`src/rtl/gate_driver_pkg.sv`:
```
// Shared state encoding and gate patterns for the H-bridge dead-time driver.
package gate_driver_pkg;

    typedef enum logic [2:0] {
        IDLE  = 3'd0,
        ON_P  = 3'd1,
        DEAD  = 3'd2,
        ON_N  = 3'd3,
        FAULT = 3'd4
    } state_t;

    // Gate commands ordered {Q1,Q2,Q3,Q4}
    localparam logic [3:0] PAT_P   = 4'b1001;
    localparam logic [3:0] PAT_N   = 4'b0110;
    localparam logic [3:0] PAT_OFF = 4'b0000;

endpackage

```
`src/rtl/gate_driver_deadtime_counter.sv`:
```
// Loadable dead-time down-counter; a zero load is clamped to one so every
// dead interval has at least one all-off cycle.
module deadtime_counter #(
    parameter int DT_WIDTH = 8
) (
    input  logic                clk,
    input  logic                rst,
    input  logic                load,
    input  logic [DT_WIDTH-1:0] load_value,
    input  logic                decrement,
    output logic                done
);

    logic [DT_WIDTH-1:0] count;

    always_ff @(posedge clk) begin
        if (rst) begin
            count <= '0;
        end else if (load) begin
            count <= (load_value == '0) ? DT_WIDTH'(1) : load_value;
        end else if (decrement && (count > DT_WIDTH'(1))) begin
            count <= count - DT_WIDTH'(1);
        end
    end

    // Done on the last dead cycle, so the leg switches on the same edge
    assign done = (count == DT_WIDTH'(1));

endmodule

```
`src/rtl/gate_driver_deadtime.sv`:
```
// H-bridge gate driver: applies the requested leg with a programmable
// all-off dead interval between legs, plus fault latching and event counting.
module gate_driver_deadtime
    import gate_driver_pkg::*;
#(
    parameter int DT_WIDTH  = 8,
    parameter int CNT_WIDTH = 16
) (
    input  logic                 i_clock,
    input  logic                 i_RESET,
    input  logic                 i_sigma,
    input  logic                 i_enable,
    input  logic [DT_WIDTH-1:0]  i_deadtime,
    input  logic                 i_fault,
    input  logic                 i_fault_clear,
    output logic [3:0]           o_MOSFET,
    output logic                 o_sigma,
    output logic                 o_dead,
    output logic                 o_fault,
    output logic [CNT_WIDTH-1:0] o_switch_count
);

    state_t state;
    logic   dt_load;
    logic   dt_done;

    // Load the dead-time count on the edge that moves the FSM into DEAD
    always_comb begin
        dt_load = 1'b0;
        if (!i_fault && i_enable) begin
            case (state)
                IDLE:    dt_load = 1'b1;
                ON_P:    dt_load = !i_sigma;
                ON_N:    dt_load = i_sigma;
                default: dt_load = 1'b0;
            endcase
        end
    end

    deadtime_counter #(
        .DT_WIDTH(DT_WIDTH)
    ) u_deadtime_counter (
        .clk        (i_clock),
        .rst        (i_RESET),
        .load       (dt_load),
        .load_value (i_deadtime),
        .decrement  (state == DEAD),
        .done       (dt_done)
    );

    always_ff @(posedge i_clock) begin
        if (i_RESET) begin
            state          <= IDLE;
            o_MOSFET       <= PAT_OFF;
            o_sigma        <= 1'b1;
            o_dead         <= 1'b0;
            o_fault        <= 1'b0;
            o_switch_count <= '0;
        end else if (i_fault) begin
            state    <= FAULT;
            o_MOSFET <= PAT_OFF;
            o_dead   <= 1'b0;
            o_fault  <= 1'b1;
        end else if (state == FAULT) begin
            if (i_fault_clear) begin
                state   <= IDLE;
                o_fault <= 1'b0;
            end
        end else if (!i_enable) begin
            state    <= IDLE;
            o_MOSFET <= PAT_OFF;
            o_dead   <= 1'b0;
        end else begin
            case (state)
                IDLE: begin
                    state    <= DEAD;
                    o_MOSFET <= PAT_OFF;
                    o_dead   <= 1'b1;
                end
                ON_P: begin
                    if (!i_sigma) begin
                        state    <= DEAD;
                        o_MOSFET <= PAT_OFF;
                        o_dead   <= 1'b1;
                    end
                end
                ON_N: begin
                    if (i_sigma) begin
                        state    <= DEAD;
                        o_MOSFET <= PAT_OFF;
                        o_dead   <= 1'b1;
                    end
                end
                DEAD: begin
                    // Leg is chosen from i_sigma on the expiry cycle; either leg is legal
                    if (dt_done) begin
                        o_dead         <= 1'b0;
                        o_sigma        <= i_sigma;
                        o_switch_count <= o_switch_count + 1'b1;
                        if (i_sigma) begin
                            state    <= ON_P;
                            o_MOSFET <= PAT_P;
                        end else begin
                            state    <= ON_N;
                            o_MOSFET <= PAT_N;
                        end
                    end
                end
                default: begin
                    state    <= IDLE;
                    o_MOSFET <= PAT_OFF;
                    o_dead   <= 1'b0;
                end
            endcase
        end
    end

endmodule

```
`config.mk`:
```
export PLATFORM = sky130hd
export DESIGN_NAME = gate_driver_deadtime
export DESIGN_NICKNAME = d
export VERILOG_FILES = /design/src/rtl/gate_driver_pkg.sv /design/src/rtl/gate_driver_deadtime_counter.sv /design/src/rtl/gate_driver_deadtime.sv
export SDC_FILE = /design/constraint.sdc
export NUM_CORES = 1
export LEC_CHECK = 0
export BUFFER_PORTS_ARGS = -buffer_cell sky130_fd_sc_hd__buf_2
export CAP_MARGIN = 20
export CORE_MARGIN = 10
export CORE_UTILIZATION = 50
export DETAILED_ROUTE_END_ITERATION = 8
export GPL_ROUTABILITY_DRIVEN = 0
export MAX_ROUTING_LAYER = met4
export PLACE_DENSITY = 0.7
export REMOVE_ABC_BUFFERS = 1
export SYNTH_ARGS = -nofsm -noshare
export SYNTH_HDL_FRONTEND = slang
export SYNTH_SLANG_ARGS = --single-unit
```
`constraint.sdc`:
```
create_clock -name i_clock -period 2.17 [get_ports i_clock]
set_clock_uncertainty 0.15 [all_clocks]
set_input_delay 0.1085 -clock i_clock [delete_from_list [all_inputs] [get_ports i_clock]]
set_output_delay 0.1085 -clock i_clock [all_outputs]
set_load 0.05 [all_outputs]
```
==> flow_summary.rst, run 1 <==
.. list-table::
   :header-rows: 1

   * - Metric
     - Value
   * - Antenna violations before repair
     - 0
   * - Insertion delay of the later-clocked pin in the worst-skew pair
     - 350 ps
   * - Net count reported at finish
     - 275
   * - Synth Flop Type
     - sky130_fd_sc_hd__dfxtp_1
   * - Clk sink count
     - 32
   * - Pleak
     - 0.846 nW
   * - DIE WIDTH
     - 78.9 µm
   * - Synth unique cells
     - 49
   * - Cell area after synthesis
     - 0.00173 mm²
   * - #FFs+latches synth
     - 32
   * - Combinational family with the most area after synthesis
     - simple AND/OR/NAND/NOR gates
   * - DRC
     - 0
   * - Number of DRC violations after detailed-routing iteration 0
     - 153
   * - Port Buffers
     - 36
   * - Leading post-synthesis cells by cell area
     - sky130_fd_sc_hd__dfxtp_1 37%, sky130_fd_sc_hd__a21oi_1 7.2%, sky130_fd_sc_hd__or4_1 3.9%
   * - Setup repair after global routing missed its margin
     - no
   * - Yosys warning count
     - 0
   * - Worst setup EP type
     - flop
   * - Pin count of the biggest net entering global routing
     - 16
   * - Routed vias/inst
     - 5.98
   * - Count of flip-flops with a built-in enable after synthesis
     - 0
   * - Number of pins with negative max-slew slack in the final report
     - 0
   * - Clock tree from TritonCTS
     - built
   * - Final hold vios
     - 0
   * - Post-DP HPWL
     - 3.42 mm
   * - Clock buffers created by TritonCTS
     - 5
   * - Global-route wire length before repair
     - 7.91 mm
   * - Detailed-route wire length
     - 4.99 mm
   * - Number of H-tree branching levels
     - 2
   * - Area of the placeable core
     - 0.00334 mm²
   * - Time the final worst path needs with I/O delays and setup
     - 2060 ps
   * - Startpoint of the most critical setup path
     - u_deadtime_counter.count[2]
   * - Power density cells
     - 514 mW/mm²
   * - Final clock period utilization by the worst path
     - 95.1%
   * - Global-route total usage across every layer
     - 15.8%
   * - Core Rows
     - 21
   * - Number of max-capacitance violations reported
     - 0
   * - Area overhead of the layout relative to synthesis
     - 27.9%
   * - Fraction of layout cells with a size suffix above 1
     - 26.7%
   * - Worst setup path endpoint
     - u_deadtime_counter.count[2]
   * - Cell taking the most area after synthesis
     - sky130_fd_sc_hd__dfxtp_1
   * - Share of the yosys chip area belonging to registers
     - 37.0%
   * - Slew at the pin closest to its max-slew limit
     - 484 ps
   * - Register-to-Register Path Depth
     - 6
   * - Starting Density
     - 51.9%
   * - Overall die area
     - 0.00622 mm²
   * - GR Overflow Total
     - 0
   * - Fraction of the mapped netlist area in adder cells
     - 2.17%
   * - Maximum clock frequency
     - 485 MHz
   * - Post-synthesis cell count
     - 203
   * - Max rail drop VDD
     - 0.344 mV
   * - Worst hold slack
     - 105 ps
   * - Pre-antenna DRT Iters
     - 4
   * - Post-CTS clock slew at the launch and capture registers of the worst setup and hold paths
     - 100 ps
   * - Number of global-route vias before repair
     - 1713
   * - Maximum root-to-sink buffer count
     - 2
   * - Wire length per cell after detailed routing
     - 16.4 µm
   * - Root cell of the clock tree
     - sky130_fd_sc_hd__clkbuf_4
   * - Antenna fix cells
     - 0
   * - Via count
     - 1817
   * - Number of nets still failing antenna checks after routing
     - 0
   * - Fraction of the mapped netlist area in compound gates
     - 22.2%
   * - Synth top area share
     - 37.0%
   * - Crit path DAT
     - 2160 ps
   * - Utilization of the core after routing
     - 66.4%
   * - Synth Area in Simple Gates
     - 30.3%
   * - Portion of netlist area occupied by mux cells
     - 2.31%
   * - Slew headroom
     - 67.4%
   * - Xor and xnor area share after synthesis
     - 1.01%
   * - Critical R2R Launch
     - u_deadtime_counter.count[2]
   * - Outcome
     - completed
   * - Worst r2r dst
     - u_deadtime_counter.count[2]
   * - Share of synthesized flip-flops with an asynchronous set or reset
     - 0%
   * - I/O pins
     - 37
   * - Startpoint-to-endpoint class of the critical path
     - reg -> reg
   * - Largest fanout on the critical path
     - 7
   * - Data required time at the worst endpoint
     - 2260 ps
   * - Sort of element at the start of the critical path
     - flop
   * - Number of setup violations in the final report
     - 0
   * - Worst min-delay path class
     - in -> reg
   * - Synth Area per Inst
     - 8.54 µm²
   * - Die height
     - 78.9 µm
   * - Flop2flop setup slack
     - 110 ps
## worst max-delay path, cell delays in order, from the launching register on
cell and delay (ps):
sky130_fd_sc_hd__dfxtp_1 400, sky130_fd_sc_hd__nor3_4 380, sky130_fd_sc_hd__buf_4 200, sky130_fd_sc_hd__a211oi_1 60, sky130_fd_sc_hd__a21oi_1 130, sky130_fd_sc_hd__a21oi_1 70, sky130_fd_sc_hd__dlygate4sd3_1 560
## state kept, by name (all words and copies together), names as in the netlist
signal,count
o_switch_count,16
u_deadtime_counter.count,8
state,3
o_MOSFET,2
o_dead,1
o_fault,1
o_sigma,1
## worst min path at each step
| stage | start | to | slack, ps | cells past startpoint |
|---|---|---|---|---|
| 2_1_floorplan | i_RESET | o_switch_count[10] | 30 | 1 |
| 3_3_place_gp | i_fault | o_fault | 240 | 3 |
| 3_5_place_dp | i_deadtime[7] | u_deadtime_counter.count[7] | 250 | 3 |
| 4_1_cts | i_deadtime[0] | u_deadtime_counter.count[0] | 90 | 4 |
| 5_1_grt | i_deadtime[0] | u_deadtime_counter.count[0] | 110 | 4 |
| 6_report | i_deadtime[0] | u_deadtime_counter.count[0] | 110 | 4 |
## stage by stage
| stage | TNS (ps) | cells | power, mW | setup slack, ps | cell area, µm² |
|---|---|---|---|---|---|
| floorplan | 0 | 191 | 0.726 | 53.9 | 1670 |
| global placement | 0 | 279 | 0.784 | 141 | 1950 |
| detailed placement | -12.1 | 279 | 0.789 | -12.1 | 1950 |
| CTS | 0 | 300 | 1.13 | 0.911 | 2150 |
| global route | 0 | 304 | 1.19 | 4.03 | 2220 |
| finish | 0 | 304 | 1.14 | 107 | 2220 |
## metal layers
metal | vias to the layer above | part of all wire, % | track usage, %
met1 | 867 | 43 | 17.3
met4 | 0 | 1.8 | 6.45
li1 | 887 | - | -
met2 | 52 | 51 | 27.0
met5 | - | 0 | -
met3 | 11 | 4.4 | 4.05
## cell families (layout without fill, tap and decap cells)
logic type	Yosys count	after routing
AO/OA/AOI/OAI	60	60
XOR/XNOR	2	2
adder cells (fa/ha/maj)	3	3
buffers and inverters	18	73
flip-flops	32	32
multiplexers	4	4
AND/OR/NAND/NOR	84	84
## cell usage in the layout (no fill, tap or decap), types with 2 or more instances in the layout
cell / count
sky130_fd_sc_hd__buf_2: 37
sky130_fd_sc_hd__dfxtp_1: 30
sky130_fd_sc_hd__a21oi_1: 23
sky130_fd_sc_hd__dlygate4sd3_1: 14
sky130_fd_sc_hd__nor2_1: 12
sky130_fd_sc_hd__nand2_1: 11
sky130_fd_sc_hd__nand3_1: 11
sky130_fd_sc_hd__or4_1: 9
sky130_fd_sc_hd__o31ai_1: 8
sky130_fd_sc_hd__buf_4: 8
sky130_fd_sc_hd__or3_1: 7
sky130_fd_sc_hd__o21ai_0: 7
sky130_fd_sc_hd__inv_1: 6
sky130_fd_sc_hd__clkbuf_4: 5
sky130_fd_sc_hd__a31oi_1: 4
sky130_fd_sc_hd__nand4_1: 4
sky130_fd_sc_hd__mux2i_1: 4
sky130_fd_sc_hd__and3_1: 3
sky130_fd_sc_hd__nand2b_1: 3
sky130_fd_sc_hd__nor3_1: 3
sky130_fd_sc_hd__o311ai_0: 2
sky130_fd_sc_hd__a32oi_1: 2
sky130_fd_sc_hd__nor3b_1: 2
sky130_fd_sc_hd__nor2b_1: 2
sky130_fd_sc_hd__xor2_1: 2
sky130_fd_sc_hd__and4_1: 2
sky130_fd_sc_hd__a31o_2: 2
sky130_fd_sc_hd__and2_1: 2
sky130_fd_sc_hd__o41ai_1: 2
sky130_fd_sc_hd__a21oi_2: 2
sky130_fd_sc_hd__ha_1: 2
sky130_fd_sc_hd__dfxtp_2: 2
## layout make-up
| class | instances | area [µm²] |
|---|---|---|
| fillers | 280 | 1120 |
| multi-input cells | 153 | 1050 |
| flip-flops and latches | 32 | 643 |
| repair buffers | 60 | 397 |
| well taps | 46 | 57.6 |
| clock buffers | 6 | 41.3 |
| inverters | 6 | 22.5 |
| clock inverters | 1 | 5.00 |
## cells in the mapped netlist (3+ instances only)
| master | number |
|---|---|
| sky130_fd_sc_hd__a21oi_1 | 25 |
| sky130_fd_sc_hd__a31oi_1 | 4 |
| sky130_fd_sc_hd__and3_1 | 4 |
| sky130_fd_sc_hd__buf_2 | 4 |
| sky130_fd_sc_hd__clkbuf_1 | 5 |
| sky130_fd_sc_hd__dfxtp_1 | 32 |
| sky130_fd_sc_hd__ha_1 | 3 |
| sky130_fd_sc_hd__inv_1 | 6 |
| sky130_fd_sc_hd__mux2i_1 | 4 |
| sky130_fd_sc_hd__nand2_1 | 11 |
| sky130_fd_sc_hd__nand2b_1 | 3 |
| sky130_fd_sc_hd__nand3_1 | 12 |
| sky130_fd_sc_hd__nand4_1 | 4 |
| sky130_fd_sc_hd__nor2_1 | 12 |
| sky130_fd_sc_hd__nor3_1 | 3 |
| sky130_fd_sc_hd__o21ai_0 | 7 |
| sky130_fd_sc_hd__o31ai_1 | 8 |
| sky130_fd_sc_hd__or3_1 | 7 |
| sky130_fd_sc_hd__or4_1 | 9 |
## power breakdown
part | internal, mW | total, mW | switching, mW
clock | 0.119 | 0.327 | 0.208
combinational | 0.0848 | 0.188 | 0.103
sequential | 0.602 | 0.624 | 0.0220
total | 0.806 | 1.14 | 0.333
## what timing repair did
action                                  4_1_cts  5_1_grt
setup buffers                                 0        3
hold endpoints to repair                     17        0
pin swaps                                     0        1
resized for setup                             1       11
endpoints found under the setup margin        5       13
hold buffers                                 14        0
gates cloned                                  0        1
No activity file was read; power rests on OpenSTA's default activity.
==> inputs of run 2 (changes only) <==
--- a/config.mk
+++ b/config.mk
@@ -5,15 +5,18 @@
 export SDC_FILE = /design/constraint.sdc
 export NUM_CORES = 1
 export LEC_CHECK = 0
+export ABC_AREA = 1
 export BUFFER_PORTS_ARGS = -buffer_cell sky130_fd_sc_hd__buf_2
 export CAP_MARGIN = 20
 export CORE_MARGIN = 10
 export CORE_UTILIZATION = 50
+export CTS_BUF_LIST = sky130_fd_sc_hd__clkbuf_16
 export DETAILED_ROUTE_END_ITERATION = 8
 export GPL_ROUTABILITY_DRIVEN = 0
 export MAX_ROUTING_LAYER = met4
-export PLACE_DENSITY = 0.7
+export PLACE_DENSITY = 0.69
 export REMOVE_ABC_BUFFERS = 1
+export SLEW_MARGIN = 20
 export SYNTH_ARGS = -nofsm -noshare
 export SYNTH_HDL_FRONTEND = slang
 export SYNTH_SLANG_ARGS = --single-unit
==> run 2 against run 1 <==
  * Design area increased by 4.3%
  * Final cell count increased by 32%
  * Highest routed layer unchanged
  * Flip-flop and latch count unchanged
  * Total power increased by 52%
==> flow_summary.rst, run 2 <==
.. list-table::
   :header-rows: 1

   * - Metric
     - Value
   * - Outcome
     - completed (unchanged)
   * - Slew at the pin closest to its max-slew limit
     - 436 ps (was 484 ps)
   * - Leading post-synthesis cells by cell area
     - sky130_fd_sc_hd__dfxtp_1 33%, sky130_fd_sc_hd__nand2_1 18%, sky130_fd_sc_hd__nor2_1 10% (was sky130_fd_sc_hd__dfxtp_1 37%, sky130_fd_sc_hd__a21oi_1 7.2%, sky130_fd_sc_hd__or4_1 3.9%)
   * - Synth Flop Type
     - sky130_fd_sc_hd__dfxtp_1 (unchanged)
   * - Hold path cells
     - 4 (unchanged)
   * - Synth unique cells
     - 26 (was 49)
   * - Number of nets still failing antenna checks after routing
     - 0 (unchanged)
   * - Clock tree from TritonCTS
     - built (unchanged)
   * - Count of flip-flops with a built-in enable after synthesis
     - 0 (unchanged)
   * - DIE WIDTH
     - 82.4 µm (was 78.9 µm)
   * - Setup repair after global routing missed its margin
     - no (unchanged)
   * - CP max-delay cell
     - sky130_fd_sc_hd__dfxtp_1 (was sky130_fd_sc_hd__dlygate4sd3_1)
   * - Antenna violations before repair
     - 0 (unchanged)
   * - Synth top area share
     - 32.9% (was 37.0%)
   * - Detailed-route wire length
     - 4.82 mm (was 4.99 mm)
   * - Number of max-capacitance violations reported
     - 0 (unchanged)
   * - Worst path cell trace
     - inv_1 > ha_1 > inv_1 > nor2_1 > nand2_1 > nand3_1 > nand2_1 > o21ai_0 > nor2_1 (was nor3_4 > buf_4 > a211oi_1 > a21oi_1 > a21oi_1 > dlygate4sd3_1)
   * - Flop2flop setup slack
     - 210 ps (was 110 ps)
   * - Number of buffer and inverter stages on the critical path
     - 2 (unchanged)
   * - Time the final worst path needs with I/O delays and setup
     - 1960 ps (was 2060 ps)
   * - Startpoint-to-endpoint class of the critical path
     - reg -> reg (unchanged)
   * - Cell with the most instances after synthesis
     - sky130_fd_sc_hd__nand2_1 (was sky130_fd_sc_hd__dfxtp_1)
   * - Total power after layout
     - 1.74 mW (was 1.14 mW)
   * - Worst min-delay path class
     - in -> reg (unchanged)
   * - Antenna fix cells
     - 0 (unchanged)
   * - Post-synthesis cell count
     - 315 (was 203)
   * - Share of the yosys chip area belonging to registers
     - 32.9% (was 37.0%)
   * - Share of synthesized flip-flops with an asynchronous set or reset
     - 0% (unchanged)
   * - Cell family contributing the most delay on the critical path
     - simple AND/OR/NAND/NOR gates (was buffers and inverters)
   * - Worst setup EP type
     - flop (unchanged)
   * - Number of H-tree branching levels
     - 2 (unchanged)
   * - DRC
     - 0 (unchanged)
   * - Sort of element at the start of the critical path
     - flop (unchanged)
   * - Number of pins with negative max-slew slack in the final report
     - 0 (unchanged)
   * - I/O pins
     - 37 (unchanged)
   * - #FFs+latches synth
     - 32 (unchanged)
   * - Maximum clock frequency
     - 511 MHz (was 485 MHz)
   * - Post-DP HPWL
     - 3.49 mm (was 3.42 mm)
   * - Crit path DAT
     - 1970 ps (was 2160 ps)
   * - Pre-antenna DRT Iters
     - 6 (was 4)
   * - Max rail drop VDD
     - 0.431 mV (was 0.344 mV)
   * - Area overhead of the layout relative to synthesis
     - 18.8% (was 27.9%)
   * - Hold path start
     - i_fault_clear (was i_deadtime[0])
   * - Setup fix buffers added after clock tree synthesis
     - 0 (unchanged)
   * - Final clock period utilization by the worst path
     - 90.2% (was 95.1%)
   * - Post-CTS clock slew at the launch and capture registers of the worst setup and hold paths
     - 60 ps (was 100 ps)
   * - Routed vias/inst
     - 5.02 (was 5.98)
   * - Cell area after synthesis
     - 0.00195 mm² (was 0.00173 mm²)
   * - Critical R2R Launch
     - u_deadtime_counter.count[0] (was u_deadtime_counter.count[2])
   * - Number of setup violations in the final report
     - 0 (unchanged)
   * - Root cell of the clock tree
     - sky130_fd_sc_hd__clkbuf_16 (was sky130_fd_sc_hd__clkbuf_4)
   * - Port Buffers
     - 36 (unchanged)
   * - Register-to-Register Path Depth
     - 9 (was 6)
   * - Overall die area
     - 0.00679 mm² (was 0.00622 mm²)
   * - Number of global-route vias before repair
     - 1819 (was 1713)
   * - Slew headroom
     - 70.9% (was 67.4%)
   * - Top cells by count, synth
     - 95 x sky130_fd_sc_hd__nand2_1, 52 x sky130_fd_sc_hd__nor2_1, 33 x sky130_fd_sc_hd__inv_1 (was 32 x sky130_fd_sc_hd__dfxtp_1, 25 x sky130_fd_sc_hd__a21oi_1, 12 x sky130_fd_sc_hd__nand3_1, 12 x sky130_fd_sc_hd__nor2_1, 11 x sky130_fd_sc_hd__nand2_1)
   * - Number of filler instances in the final layout
     - 375 (was 280)
   * - Global-route total usage across every layer
     - 15.5% (was 15.8%)
   * - Via count
     - 2012 (was 1817)
   * - Setup TNS
     - 0 ps (unchanged)
   * - Most common cell after layout, fill and taps aside
     - sky130_fd_sc_hd__nand2_1 (was sky130_fd_sc_hd__buf_2)
   * - Critical Path Max Stage Delay
     - 330 ps (was 560 ps)
   * - Pin count of the biggest net entering global routing
     - 22 (was 16)
   * - Core Rows
     - 22 (was 21)
   * - Number of DRC violations after detailed-routing iteration 0
     - 171 (was 153)
   * - Cell taking the most area after synthesis
     - sky130_fd_sc_hd__dfxtp_1 (unchanged)
   * - Clock buffers created by TritonCTS
     - 5 (unchanged)
   * - Largest fanout on the critical path
     - 8 (was 7)
   * - Area of the placeable core
     - 0.00372 mm² (was 0.00334 mm²)
   * - Net count reported at finish
     - 369 (was 275)
   * - Insertion delay of the later-clocked pin in the worst-skew pair
     - 280 ps (was 350 ps)
   * - Clk sink count
     - 32 (unchanged)
   * - Flip-flop count of the largest register, all copies and words added
     - 16 (unchanged)
   * - Synth Area per Inst
     - 6.18 µm² (was 8.54 µm²)
   * - Maximum root-to-sink buffer count
     - 2 (unchanged)
   * - Final hold vios
     - 0 (unchanged)
   * - Yosys warning count
     - 0 (unchanged)
   * - Largest registers ranked by flip-flop count
     - o_switch_count: 16 flops, u_deadtime_counter.count: 8 flops, state: 3 flops (unchanged)
   * - Data required time at the worst endpoint
     - 2180 ps (was 2260 ps)
   * - GR Overflow Total
     - 0 (unchanged)
   * - Worst r2r dst
     - u_deadtime_counter.count[3] (was u_deadtime_counter.count[2])
   * - Worst-case hold path end point
     - o_fault (was u_deadtime_counter.count[0])
   * - Fraction of layout cells with a size suffix above 1
     - 15.9% (was 26.7%)
   * - Starting Density
     - 52.4% (was 51.9%)
   * - Pleak
     - 1.08 nW (was 0.846 nW)
   * - Top library cells by usage in the layout, fill and taps aside
     - 95 x sky130_fd_sc_hd__nand2_1, 52 x sky130_fd_sc_hd__nor2_1, 36 x sky130_fd_sc_hd__buf_2 (was 37 x sky130_fd_sc_hd__buf_2, 30 x sky130_fd_sc_hd__dfxtp_1, 23 x sky130_fd_sc_hd__a21oi_1)
   * - Largest reg by FF count
     - o_switch_count (unchanged)
   * - Wire length per cell after detailed routing
     - 12.0 µm (was 16.4 µm)
   * - Power density cells
     - 751 mW/mm² (was 514 mW/mm²)
   * - Global-route wire length before repair
     - 8.11 mm (was 7.91 mm)
   * - Die height
     - 82.4 µm (was 78.9 µm)
## run 2: changes by cell type in the layout (fill, tap and decap cells not counted), moves of 7 or more
cell                            change
sky130_fd_sc_hd__dlygate4sd3_1     -12
sky130_fd_sc_hd__or3_1              -7
sky130_fd_sc_hd__o31ai_1            -8
sky130_fd_sc_hd__nor2_1            +40
sky130_fd_sc_hd__inv_1             +27
sky130_fd_sc_hd__or4_1              -9
sky130_fd_sc_hd__nand2_1           +84
sky130_fd_sc_hd__nand3_1           +12
sky130_fd_sc_hd__buf_4              -8
## run 2: worst max path at each step
| stage | depth (start not counted) | to | from |
|---|---|---|---|
| floorplan | 8 | o_switch_count[12] | o_switch_count[0] |
| global placement | 9 | o_sigma | u_deadtime_counter.count[1] |
| detailed placement | 9 | o_sigma | u_deadtime_counter.count[1] |
| CTS | 10 | u_deadtime_counter.count[3] | u_deadtime_counter.count[0] |
| global route | 9 | u_deadtime_counter.count[3] | u_deadtime_counter.count[0] |
| finish | 9 | u_deadtime_counter.count[3] | u_deadtime_counter.count[0] |
## run 2: layout make-up
| cell class | instances | area [µm²] | area share (%) |
|---|---|---|---|
| Timing Repair Buffer | 38 | 200 | 8.66 |
| Inverter | 37 | 139 | 6.01 |
| Clock buffer | 5 | 125 | 5.41 |
| Sequential cell | 32 | 641 | 27.7 |
| Multi-Input combinational cell | 238 | 1100 | 47.8 |
| Clock inverter | 3 | 42.5 | 1.84 |
| Tap cell | 48 | 60.1 | 2.60 |
## run 2: logic make-up (layout without fill, tap and decap cells)
kind of cell	after synthesis	count (layout)	share of synthesized area [%]
adders and majority gates	3	3	1.93
xor gates and xnor gates	9	9	4.05
and+or+nand+nor	191	191	41.0
buffers and inverters	45	83	10.3
DFF	32	32	32.9
AOI/OAI and AO/OA	35	35	9.77
## run 2: what timing repair did
item / 4_1_cts / 5_1_grt
hold buffers: 2 / 0
hold endpoints to repair: 2 / 0
resized for setup: 0 / 0
## run 2: tightest hold or removal path, stage by stage
cell	delay, ps
sky130_fd_sc_hd__buf_2	90
sky130_fd_sc_hd__nand3_1	80
sky130_fd_sc_hd__nand2_1	60
sky130_fd_sc_hd__a21oi_1	60
## run 2: report_power, final
group / switching [mW] / internal [mW] / leakage, nW
registers: 0.0214 / 0.611 / 0.260
clock network: 0.271 / 0.539 / 0.0798
logic: 0.196 / 0.0994 / 0.744
## run 2: metal layers
layer	vias to the layer above	share of wire [%]	track usage (%)
met5	-	0	-
met4	0	1.9	6.29
met3	11	5.3	4.10
met2	58	46	24.2
met1	879	47	18.5
li1	1064	-	-
## run 2: stage by stage
stage / area [µm²] / std cells / hold slack (ps) / utilization [%] / setup slack (ps)
after floorplan: 1880 / 307 / 27.6 / - / 294
after global placement: 2120 / 391 / 239 / 57.2 / 296
after detailed placement: 2120 / 391 / 246 / 57.2 / 288
after CTS: 2310 / 401 / 14.1 / 62.2 / 259
after global routing: 2310 / 401 / 18.2 / 62.2 / 95.5
final: 2310 / 401 / 11.2 / 62.2 / 213
==> inputs of run 3 (changes only) <==
--- a/config.mk
+++ b/config.mk
@@ -8,14 +8,16 @@
 export ABC_AREA = 1
 export BUFFER_PORTS_ARGS = -buffer_cell sky130_fd_sc_hd__buf_2
 export CAP_MARGIN = 20
+export CORE_ASPECT_RATIO = 0.75
 export CORE_MARGIN = 10
 export CORE_UTILIZATION = 50
 export CTS_BUF_LIST = sky130_fd_sc_hd__clkbuf_16
 export DETAILED_ROUTE_END_ITERATION = 8
 export GPL_ROUTABILITY_DRIVEN = 0
 export MAX_ROUTING_LAYER = met4
-export PLACE_DENSITY = 0.69
+export PLACE_DENSITY = 0.76
 export REMOVE_ABC_BUFFERS = 1
+export SKIP_CTS_REPAIR_TIMING = 1
 export SLEW_MARGIN = 20
 export SYNTH_ARGS = -nofsm -noshare
 export SYNTH_HDL_FRONTEND = slang
==> run 3 against run 2 <==
  * Core utilization is 0.75 points lower
  * Clock power fell by 22%
  * Via count up 0.94%
  * Wire length down 1.0%
  * Clock-buffer cell count is the same
  * Design area down 1.4%
  * Final cell count rose by 0.75%
  * Critical path depth is the same
  * Combinational power down 2%
  * Non-clock buffer count unchanged
  * Highest routed layer unchanged
==> flow_summary.rst, run 3 (synthesis results as in run 2) <==
.. list-table::
   :header-rows: 1

   * - Metric
     - Value
   * - Global-route total usage across every layer
     - 14.1% (was 15.5%)
   * - Port Buffers
     - 36 (unchanged)
   * - Sort of element at the start of the critical path
     - flop (unchanged)
   * - Register-to-Register Path Depth
     - 9 (unchanged)
   * - Hold path start
     - i_deadtime[7] (was i_fault_clear)
   * - Clock tree from TritonCTS
     - built (unchanged)
   * - Worst min-delay path class
     - in -> reg (unchanged)
   * - Final hold vios
     - 0 (unchanged)
   * - Slew headroom
     - 70.2% (was 70.9%)
   * - Worst-case hold path end point
     - u_deadtime_counter.count[7] (was o_fault)
   * - Share of total power in combinational logic
     - 18.6% (was 17.0%)
   * - Overall die area
     - 0.00681 mm² (was 0.00679 mm²)
   * - Core Rows
     - 19 (was 22)
   * - Pre-antenna DRT Iters
     - 4 (was 6)
   * - Area of the placeable core
     - 0.00371 mm² (was 0.00372 mm²)
   * - Post-DP HPWL
     - 3.56 mm (was 3.49 mm)
   * - Via count
     - 2031 (was 2012)
   * - Largest reg by FF count
     - o_switch_count (unchanged)
   * - Maximum clock frequency
     - 533 MHz (was 511 MHz)
   * - Hold path cells
     - 5 (was 4)
   * - CP max-delay cell
     - sky130_fd_sc_hd__nor2_4 (was sky130_fd_sc_hd__dfxtp_1)
   * - Cell Int Power
     - 1.12 mW (was 1.25 mW)
   * - Clk sink count
     - 32 (unchanged)
   * - Worst setup EP type
     - flop (unchanged)
   * - Net count reported at finish
     - 369 (unchanged)
   * - Number of H-tree branching levels
     - 2 (unchanged)
   * - Wire length per cell after detailed routing
     - 11.8 µm (was 12.0 µm)
   * - Antenna violations before repair
     - 0 (unchanged)
   * - Pin count of the biggest net entering global routing
     - 22 (unchanged)
   * - Maximum root-to-sink buffer count
     - 2 (unchanged)
   * - Starting Density
     - 52.5% (was 52.4%)
   * - Number of global-route vias before repair
     - 1783 (was 1819)
   * - Setup repair after global routing missed its margin
     - no (unchanged)
   * - Number of setup violations in the final report
     - 0 (unchanged)
   * - Slew at the pin closest to its max-slew limit
     - 446 ps (was 436 ps)
   * - Largest fanout on the critical path
     - 19 (was 8)
   * - Post-CTS clock slew at the launch and capture registers of the worst setup and hold paths
     - 50 ps (was 60 ps)
   * - Clock network fraction of design power
     - 40.5% (was 46.6%)
   * - Flop2flop setup slack
     - 290 ps (was 210 ps)
   * - P_sw
     - 0.430 mW (was 0.488 mW)
   * - Switching part of the total
     - 27.8% (was 28.1%)
   * - Number of standard cells in the final layout excluding fillers
     - 404 (was 401)
   * - Most repeated library cell on the critical path
     - sky130_fd_sc_hd__inv_1
   * - Flip-flop count of the largest register, all copies and words added
     - 16 (unchanged)
   * - Largest registers ranked by flip-flop count
     - o_switch_count: 16 flops, u_deadtime_counter.count: 8 flops, state: 3 flops (unchanged)
   * - Sequential cell fraction of total power
     - 41.0% (was 36.4%)
   * - Global-route wire length before repair
     - 7.85 mm (was 8.11 mm)
   * - Die height
     - 74.0 µm (was 82.4 µm)
   * - Power density cells
     - 680 mW/mm² (was 751 mW/mm²)
   * - Outcome
     - completed (unchanged)
   * - Top library cells by usage in the layout, fill and taps aside
     - 95 x sky130_fd_sc_hd__nand2_1, 52 x sky130_fd_sc_hd__nor2_1, 36 x sky130_fd_sc_hd__buf_2 (unchanged)
   * - Data required time at the worst endpoint
     - 2160 ps (was 2180 ps)
   * - DRC
     - 0 (unchanged)
   * - Number of max-capacitance violations reported
     - 0 (unchanged)
   * - Time the final worst path needs with I/O delays and setup
     - 1880 ps (was 1960 ps)
   * - Number of pins with negative max-slew slack in the final report
     - 0 (unchanged)
   * - Routed vias/inst
     - 5.03 (was 5.02)
   * - Final clock period utilization by the worst path
     - 86.4% (was 90.2%)
   * - Crit path DAT
     - 1870 ps (was 1970 ps)
   * - Area overhead of the layout relative to synthesis
     - 17.2% (was 18.8%)
   * - Number of nets still failing antenna checks after routing
     - 0 (unchanged)
   * - Placed Cells
     - 396 (was 391)
   * - Setup TNS
     - 0 ps (unchanged)
   * - Critical Path Max Stage Delay
     - 390 ps (was 330 ps)
   * - I/O pins
     - 37 (unchanged)
   * - Most common cell after layout, fill and taps aside
     - sky130_fd_sc_hd__nand2_1 (unchanged)
   * - Clock buffers created by TritonCTS
     - 5 (unchanged)
   * - Critical R2R Launch
     - u_deadtime_counter.count[1] (was u_deadtime_counter.count[0])
   * - GR Overflow Total
     - 0 (unchanged)
   * - Worst path cell trace
     - inv_1 > ha_1 > inv_1 > nor2_1 > nand2_2 > nor2_4 > inv_2 > nand2_1 > o211ai_2 (was inv_1 > ha_1 > inv_1 > nor2_1 > nand2_1 > nand3_1 > nand2_1 > o21ai_0 > nor2_1)
   * - Insertion delay of the later-clocked pin in the worst-skew pair
     - 270 ps (was 280 ps)
   * - Max rail drop VDD
     - 0.343 mV (was 0.431 mV)
   * - Antenna fix cells
     - 0 (unchanged)
   * - Fraction of layout cells with a size suffix above 1
     - 15.3% (was 15.9%)
   * - Startpoint-to-endpoint class of the critical path
     - reg -> reg (unchanged)
   * - Number of DRC violations after detailed-routing iteration 0
     - 166 (was 171)
   * - Worst r2r dst
     - o_sigma (was u_deadtime_counter.count[3])
   * - Root cell of the clock tree
     - sky130_fd_sc_hd__clkbuf_16 (unchanged)
   * - Pleak
     - 1.07 nW (was 1.08 nW)
   * - Detailed-route wire length
     - 4.78 mm (was 4.82 mm)
   * - DIE WIDTH
     - 92.0 µm (was 82.4 µm)
==> run 3: cell count changes in the layout (fill, tap and decap cells not counted), sizes merged <==
cell         change
clkinv           +1
clkinvlp         -1
dlygate4sd3      -1
buf              +1
bufinv           -1
==> run 3: how the worst max path moves through the flow <==
stage          cells past startpoint                  to                   startpoint
4_1_cts                            8             o_sigma  u_deadtime_counter.count[0]
2_1_floorplan                      8  o_switch_count[12]            o_switch_count[0]
3_5_place_dp                       9             o_sigma  u_deadtime_counter.count[1]
6_report                           9             o_sigma  u_deadtime_counter.count[1]
5_1_grt                            8  o_switch_count[14]  u_deadtime_counter.count[0]
3_3_place_gp                       9             o_sigma  u_deadtime_counter.count[1]
==> run 3: final cells by class <==
cell class                 instances  area (µm²)
clock buffer                       5         125
clock inverter                     2        7.51
fill                             370        1430
inverter                          37         139
multi-input combinational        238        1100
sequential                        32         641
tap                               52        65.1
timing repair buffer              38         198
==> run 3: metrics by stage <==
stage / total power [mW] / setup WS [ps] / utilization [%] / instance area [µm²] / hold slack [ps]
floorplan: 0.856 / 294 / - / 1880 / 27.6
detailed placement: 0.926 / 313 / 57.6 / 2140 / 247
global placement: 0.925 / 365 / 57.6 / 2140 / 238
finish: 1.55 / 294 / 61.5 / 2280 / 21.0
CTS: 1.56 / 295 / 61.2 / 2270 / -30.1
global route: 1.63 / 112 / 61.5 / 2280 / 44.3
==> run 3: critical path: cells and delay by family (launching register included) <==
kind	cells	cell delay, ps
AOI/OAI and AO/OA	1	70
buffers and inverters	3	330
adders and majority gates	1	140
and+or+nand+nor	4	730
DFF	1	320
==> run 3: routing by layer <==
layer / wire, µm / track usage (%) / up-vias
met3: 307 / 4.12 / 4
met1: 2380 / 18.0 / 902
li1: - / - / 1065
met4: 39 / 4.95 / 0
met2: 2050 / 20.9 / 60
met5: 0 / - / -
==> run 3: power by group through the flow <==
stage,Combinational [mW],Sequential (mW),Clock [mW]
after floorplan,0.198,0.659,0
after global placement,0.280,0.644,0
after detailed placement,0.281,0.645,0
after CTS,0.284,0.634,0.640
after global routing,0.329,0.637,0.667
final,0.288,0.635,0.627
